[config.mk]
export PLATFORM = sky130hd
export DESIGN_NAME = seq_divider
export DESIGN_NICKNAME = d
export VERILOG_FILES = /design/src/rtl/seq_divider.sv
export SDC_FILE = /design/constraint.sdc
export NUM_CORES = 1
export LEC_CHECK = 0
export BUFFER_PORTS_ARGS = -buffer_cell sky130_fd_sc_hd__buf_2
export CELL_PAD_IN_SITES_DETAIL_PLACEMENT = 1
export CELL_PAD_IN_SITES_GLOBAL_PLACEMENT = 1
export CORE_UTILIZATION = 40
export DETAILED_ROUTE_END_ITERATION = 8
export PLACE_DENSITY_LB_ADDON = 0.25
export SYNTH_ARGS = -nofsm -noshare
export SYNTH_HDL_FRONTEND = slang
export SYNTH_SLANG_ARGS = --single-unit
export TNS_END_PERCENT = 20
[constraint.sdc]
create_clock -name clk -period 1.6 [get_ports clk]
set_input_delay 0.16 -clock clk [delete_from_list [all_inputs] [get_ports clk]]
set_output_delay 0.16 -clock clk [all_outputs]
set_load 0.1 [all_outputs]
[src/rtl/seq_divider.sv]
// seq_divider: unsigned restoring divider, one quotient bit per clock, MSB first.
// A start in IDLE or DONE latches the operands; a zero divisor bypasses the
// iteration and returns an all-ones quotient with div_by_zero set. Results are
// registered and held from one done pulse to the next.
module seq_divider #(
    parameter int DW = 8,
    parameter int VW = 4
) (
    input  logic          clk,
    input  logic          rst_n,
    input  logic          start,
    input  logic [DW-1:0] dividend,
    input  logic [VW-1:0] divisor,
    output logic          busy,
    output logic          done,
    output logic [DW-1:0] quotient,
    output logic [VW-1:0] remainder,
    output logic          div_by_zero
);

    localparam int CW = $clog2(DW);
    localparam logic [CW-1:0] LAST_CNT = CW'(DW - 1);

    typedef enum logic [1:0] {
        IDLE = 2'd0,
        CALC = 2'd1,
        DONE = 2'd2
    } state_t;

    state_t        state_r;
    state_t        next_state_s;

    // latched operands and iteration state
    logic [DW-1:0] dvd_r;      // dividend, shifted left so the next bit is always at the MSB
    logic [VW-1:0] dvs_r;
    logic [VW-1:0] rem_r;      // partial remainder, always < divisor so VW bits suffice
    logic [DW-1:0] quo_r;
    logic [CW-1:0] cnt_r;

    // registered outputs
    logic          busy_r;
    logic          done_r;
    logic [DW-1:0] quotient_r;
    logic [VW-1:0] remainder_r;
    logic          dbz_r;

    // one restoring step
    logic [VW:0]   trial_s;    // VW+1-bit partial remainder after shifting in the next bit
    logic [VW-1:0] rem_next_s;
    logic          qbit_s;
    logic [DW-1:0] quo_next_s;

    // FSM control strobes
    logic          load_s;
    logic          zero_s;
    logic          step_s;
    logic          finish_s;

    // restoring-division step: shift in the next dividend bit, subtract if it fits
    always_comb begin
        trial_s    = {rem_r, dvd_r[DW-1]};
        rem_next_s = trial_s[VW-1:0];
        qbit_s     = 1'b0;
        if (trial_s >= {1'b0, dvs_r}) begin
            // the difference is below the divisor, so its top bit is always zero
            rem_next_s = trial_s[VW-1:0] - dvs_r;
            qbit_s     = 1'b1;
        end else begin
            rem_next_s = trial_s[VW-1:0];
            qbit_s     = 1'b0;
        end
        quo_next_s = {quo_r[DW-2:0], qbit_s};
    end

    // next-state logic and datapath strobes
    always_comb begin
        next_state_s = state_r;
        load_s       = 1'b0;
        zero_s       = 1'b0;
        step_s       = 1'b0;
        finish_s     = 1'b0;
        case (state_r)
            IDLE, DONE: begin
                if (start) begin
                    load_s = 1'b1;
                    if (divisor == {VW{1'b0}}) begin
                        zero_s       = 1'b1;
                        next_state_s = DONE;
                    end else begin
                        next_state_s = CALC;
                    end
                end else begin
                    next_state_s = IDLE;
                end
            end
            CALC: begin
                step_s = 1'b1;
                if (cnt_r == LAST_CNT) begin
                    finish_s     = 1'b1;
                    next_state_s = DONE;
                end else begin
                    next_state_s = CALC;
                end
            end
            default: begin
                next_state_s = IDLE;
            end
        endcase
    end

    // state register with busy/done registered alongside so they track the state exactly
    always_ff @(posedge clk or negedge rst_n) begin
        if (!rst_n) begin
            state_r <= IDLE;
            busy_r  <= 1'b0;
            done_r  <= 1'b0;
        end else begin
            state_r <= next_state_s;
            busy_r  <= (next_state_s == CALC);
            done_r  <= (next_state_s == DONE);
        end
    end

    // operand latch and iteration registers
    always_ff @(posedge clk or negedge rst_n) begin
        if (!rst_n) begin
            dvd_r <= {DW{1'b0}};
            dvs_r <= {VW{1'b0}};
            rem_r <= {VW{1'b0}};
            quo_r <= {DW{1'b0}};
            cnt_r <= {CW{1'b0}};
        end else if (load_s) begin
            dvd_r <= dividend;
            dvs_r <= divisor;
            rem_r <= {VW{1'b0}};
            quo_r <= {DW{1'b0}};
            cnt_r <= {CW{1'b0}};
        end else if (step_s) begin
            dvd_r <= {dvd_r[DW-2:0], 1'b0};
            rem_r <= rem_next_s;
            quo_r <= quo_next_s;
            cnt_r <= cnt_r + CW'(1);
        end
    end

    // result registers: written only on entry to DONE so they hold between operations
    always_ff @(posedge clk or negedge rst_n) begin
        if (!rst_n) begin
            quotient_r  <= {DW{1'b0}};
            remainder_r <= {VW{1'b0}};
            dbz_r       <= 1'b0;
        end else if (zero_s) begin
            quotient_r  <= {DW{1'b1}};
            remainder_r <= {VW{1'b0}};
            dbz_r       <= 1'b1;
        end else if (finish_s) begin
            quotient_r  <= quo_next_s;
            remainder_r <= rem_next_s;
            dbz_r       <= 1'b0;
        end
    end

    assign busy        = busy_r;
    assign done        = done_r;
    assign quotient    = quotient_r;
    assign remainder   = remainder_r;
    assign div_by_zero = dbz_r;

endmodule

-- Word-level counts from Yosys, hierarchy flattened
Cells that the tools add are included.
- add/subtract/negate cells: 2
- order comparisons: 1
- equal/unequal tests: 5
- mux-type cells: 28
- reduce and logical (&&, ||, !) cells: 5
- operator list (kind ; count):
    two-way mux 8 bit ; 4
    two-way mux 4 bit ; 5
    two-way mux 7 bit ; 2
    two-way mux 1 bit ; 11
    two-way mux 2 bit ; 3
    two-way mux 3 bit ; 2
    greater-or-equal comparator 5 x 4 -> 1 bit ; 1
    == test 2 x 1 -> 1 bit, second input constant ; 2
    == test 2 bit, second input constant ; 2
    logical NOT 4 bit ; 1
    one-hot mux 2 bit (2 select lines) ; 1
    nonzero test 2 bit ; 2
    subtractor 4 bit ; 1
    adder 3 x 1 -> 3 bit, second input constant ; 1
    == test 3 bit, second input constant ; 1
    logical NOT 2 bit ; 1
    OR reduction 2 bit ; 1
- flip-flop bits (word level): 43
- input bits: 15

-- Longest topological paths before layout
- depth after elaboration: 5
- gate-level depth with buffers: 8

-- Worst setup path after synthesis
Ideal clock, no wire load.
- path kind: flip-flop to flip-flop
- start point: reg rem_r[1]
- end point: reg remainder_r[0] (netlist: remainder[0])
- setup time: 0.075 ns
- arrival time: 1.651 ns
- slack: -0.125 ns
- stages on the path, launching flop included: 7
- path buffers: 0
- period minus slack after synthesis: 1.725 ns
- cells stage by stage: dfrtp_1 > ha_1 > a21oi_1 > o21ai_2 > a21boi_4 > mux2_4 > o21ai_2
- word-level cells in the longest chain between the ends: 4
- RTL lines (item ; RTL line ; source):
    start, declared ; 36 ; logic [VW-1:0] rem_r;
    start signal, assigned ; 129 ; rem_r <= {VW{1'b0}};
    start signal, assigned ; 135 ; rem_r <= {VW{1'b0}};
    start signal, assigned ; 140 ; rem_r <= rem_next_s;
    greater-or-equal comparator 5 x 4 -> 1 bit ; 64 ; if (trial_s >= {1'b0, dvs_r}) begin
    two-way mux 4 bit ; 64 ;
    two-way mux 4 bit ; 156 ; end else if (finish_s) begin
    two-way mux 4 bit ; 152 ; end else if (zero_s) begin
    end signal, assigned ; 150 ; remainder_r <= {VW{1'b0}};
    end signal, assigned ; 154 ; remainder_r <= {VW{1'b0}};
    end signal, assigned ; 158 ; remainder_r <= rem_next_s;
    end, declared ; 44 ; logic [VW-1:0] remainder_r;
No other way between the ends. The select of a mux whose other input is x is not followed.
A chain may end at the register's enable or synchronous reset.

-- Worst setup path after layout
Ends and elaborated chain as after synthesis.

==> metrics.cfg <==
[outcome]
outcome=complete, but fails checks
failed_checks=design-rule violations, negative setup slack

[global_route]
grt_pass1_wl_mm=7.31
grt_overflow=0
track_usage_pct=18.8
grt_max_degree=20
first_global_vias=1499
antenna_found_initial=0

[cells_and_area]
num-fill-cells=492
drive_gt1_share_pct=37.7
areaGrowthSynthToFinish_pct=23.7
n_antenna_cell=0
fin_nets=228

[cts]
cts.sinks=43
cts_setup_buffers=0
clkTransAtPathRegs_ns=0.09
h-tree-depth=2
clk_latency_ns=0.29
clock_path_buffers=2
clock-root-buffer=clkbuf_8
cts_tree=done
numCtsBuffers=5

[route]
postRouteAntennaNets=0
viasPerCell=5.42
first_pass_iters=7
vias=1403
wire_per_inst_um=16.8
drt-initial-drc-count=61
route.detailed.drc=3
wl_mm=4.36

[timing]
whs_ns=0.0820
setup_slack_ns=-0.0839
setup_viol=8
worstMarginPinSlew_ns=0.489
grt_setup_unrepaired=true
hold_viol=0
slew_headroom_pct=67.6
skew_ns=0.00583
period_share_pct=105
max_freq_mhz=594
period_needed_ns=1.68
drv_slew=0

[logic_synthesis]
synthMuxAreaShare_pct=3.49
synth-seq-cells=43
synth_edf_count=0
yosys_most_used_dff=dfrtp_1
synth-simple-area-share_pct=10.7
synth_top_family_by_area=compound AO/OA/AOI/OAI gates
ys_types=38
synth_top_area_share_pct=56.6
synthCells=161
yosysSeqAreaShare_pct=56.6
synth_compound_area_share_pct=18.9
synth.top_cells.by_area=dfrtp_1 (57%), nand2_1 (5.3%), a22o_1 (4.6%)
yosysWarnings=0
syn_nets=183
synth-xor-area-share_pct=0.461
synth-adder-area-share_pct=5.00
synthesis.area_um2=1900
async_reset_ff_share_pct=100
yosysTopAreaCell=dfrtp_1
syn_area_per_cell_um2=11.8

[placed_design]
hpwl_mm=3.24
io_buffer_count=29
routabilityCongestion=0.823
pre_cts_ws_ns=-0.113

[worst_setup_path]
rr_endpoint=remainder[0]
worstPathRequired_ns=1.82
rr_startpoint=rem_r[1]
reg2reg_depth=6
path_class=reg2reg
critical_path_arrival_ns=1.91
crit_path_end_kind=register
start_kind=register
ff2ff_setup_slack_ns=-0.08
critPathMaxFanout=5

[floorplan]
dieHeight_um=71.0
rows=24
core_um2=4470
die_x_um=71.0
ios=30
die-area_um2=5030
initial_utilization_pct=42.5

[hold_path]
hold_path.startpoint=dividend[1]
whs_path_depth=3
min_to=dvd_r[1]
hold_class=in2reg

[job]
cap_violations=0

## per-stage QoR
step / utilization, % / instances / setup TNS [ns] / instance area, µm²
after floorplan: - / 161 / 0 / 1920
after global placement: 49.4 / 250 / -0.120 / 2210
after detailed placement: 49.4 / 250 / -0.640 / 2210
after CTS: 52.5 / 259 / -0.434 / 2350
after global routing: 52.6 / 259 / -0.839 / 2350
final: 52.6 / 259 / -0.472 / 2350
## cells in the final DEF, fill, tap and decap left out, types with 2 or more instances in the layout
cell type   netlist  layout
inv_1             6       3
clkinvlp_4        0       2
nor2b_1           4       3
a22o_1           10      10
inv_2             1       4
clkbuf_8          0       5
o21ai_1          11      11
buf_2             6      29
nor2_2            2       2
o22a_1            7       7
o22ai_1           2       2
ha_1              6       3
a22oi_1           5       5
buf_4             0      17
ha_4              0       3
nand2_2           1       2
mux2i_1           4       3
o21ai_2           3       3
nand2_1          27      26
dfrtp_1          43      43
## worst max-delay path, stage by stage (launching register included)
cell and delay (ns):
dfrtp_1 0.43, ha_4 0.27, a21oi_4 0.15, o21ai_2 0.10
a21boi_4 0.22, mux2_4 0.34, o21ai_2 0.11
## per-layer routing
metal | track usage, % | wire length (µm)
met1 | 24.7 | 2010
met2 | 32.2 | 2150
met3 | 3.13 | 123
met4 | 5.33 | 75
met5 | 0 | 0
## kinds of logic after synthesis
family | Yosys count
buffers and inverters | 17
adder cells (fa/ha/maj) | 7
multiplexers | 6
XOR/XNOR | 1
AO/OA/AOI/OAI | 46
flip-flops | 43
AND/OR/NAND/NOR | 41
## registers in the layout (all words and copies together) (netlist names)
name	count
dvd_r	8
quotient	8
quo_r	7
dvs_r	4
rem_r	4
remainder	4
cnt_r	3
state_r	2
busy	1
div_by_zero	1
done	1
## synthesized netlist by cell type, types with 2 or more instances
cell	n
nor2b_1	4
dfrtp_1	43
mux2i_1	4
a22oi_1	5
o22a_1	7
buf_2	6
nor2_2	2
a22o_1	10
ha_1	6
o21ai_1	11
clkbuf_1	2
nand2_1	27
inv_1	6
o21ai_2	3
o22ai_1	2
## what timing repair did
item,in CTS,in global routing
setup endpoints to repair,8,9
gates resized for setup,8,1
hold buffers,1,0
endpoints found under the hold margin,17,0
pin swaps,2,1
## how the worst max path moves through the flow
| stage | startpoint | end | depth (start not counted) |
|---|---|---|---|
| floorplan | dvs_r[2] | remainder[0] | 7 |
| global placement | dvs_r[2] | rem_r[0] | 7 |
| detailed placement | dvs_r[2] | rem_r[1] | 7 |
| CTS | dvs_r[2] | rem_r[0] | 7 |
| global route | rem_r[1] | rem_r[0] | 6 |
| finish | rem_r[1] | remainder[0] | 6 |
## final cells by class
| type | count | area [µm²] | area share [%] |
|---|---|---|---|
| clock inverters | 3 | 20.0 | 0.851 |
| multi-input cells | 101 | 797 | 33.9 |
| repair buffers | 47 | 283 | 12.0 |
| flip-flops and latches | 43 | 1080 | 45.7 |
| clock buffers | 5 | 68.8 | 2.93 |
| inverters | 8 | 42.5 | 1.81 |
| well taps | 52 | 65.1 | 2.77 |
Power is not shown: default switching activity piles up to over one toggle a cycle in this logic, so the estimate is an artifact.
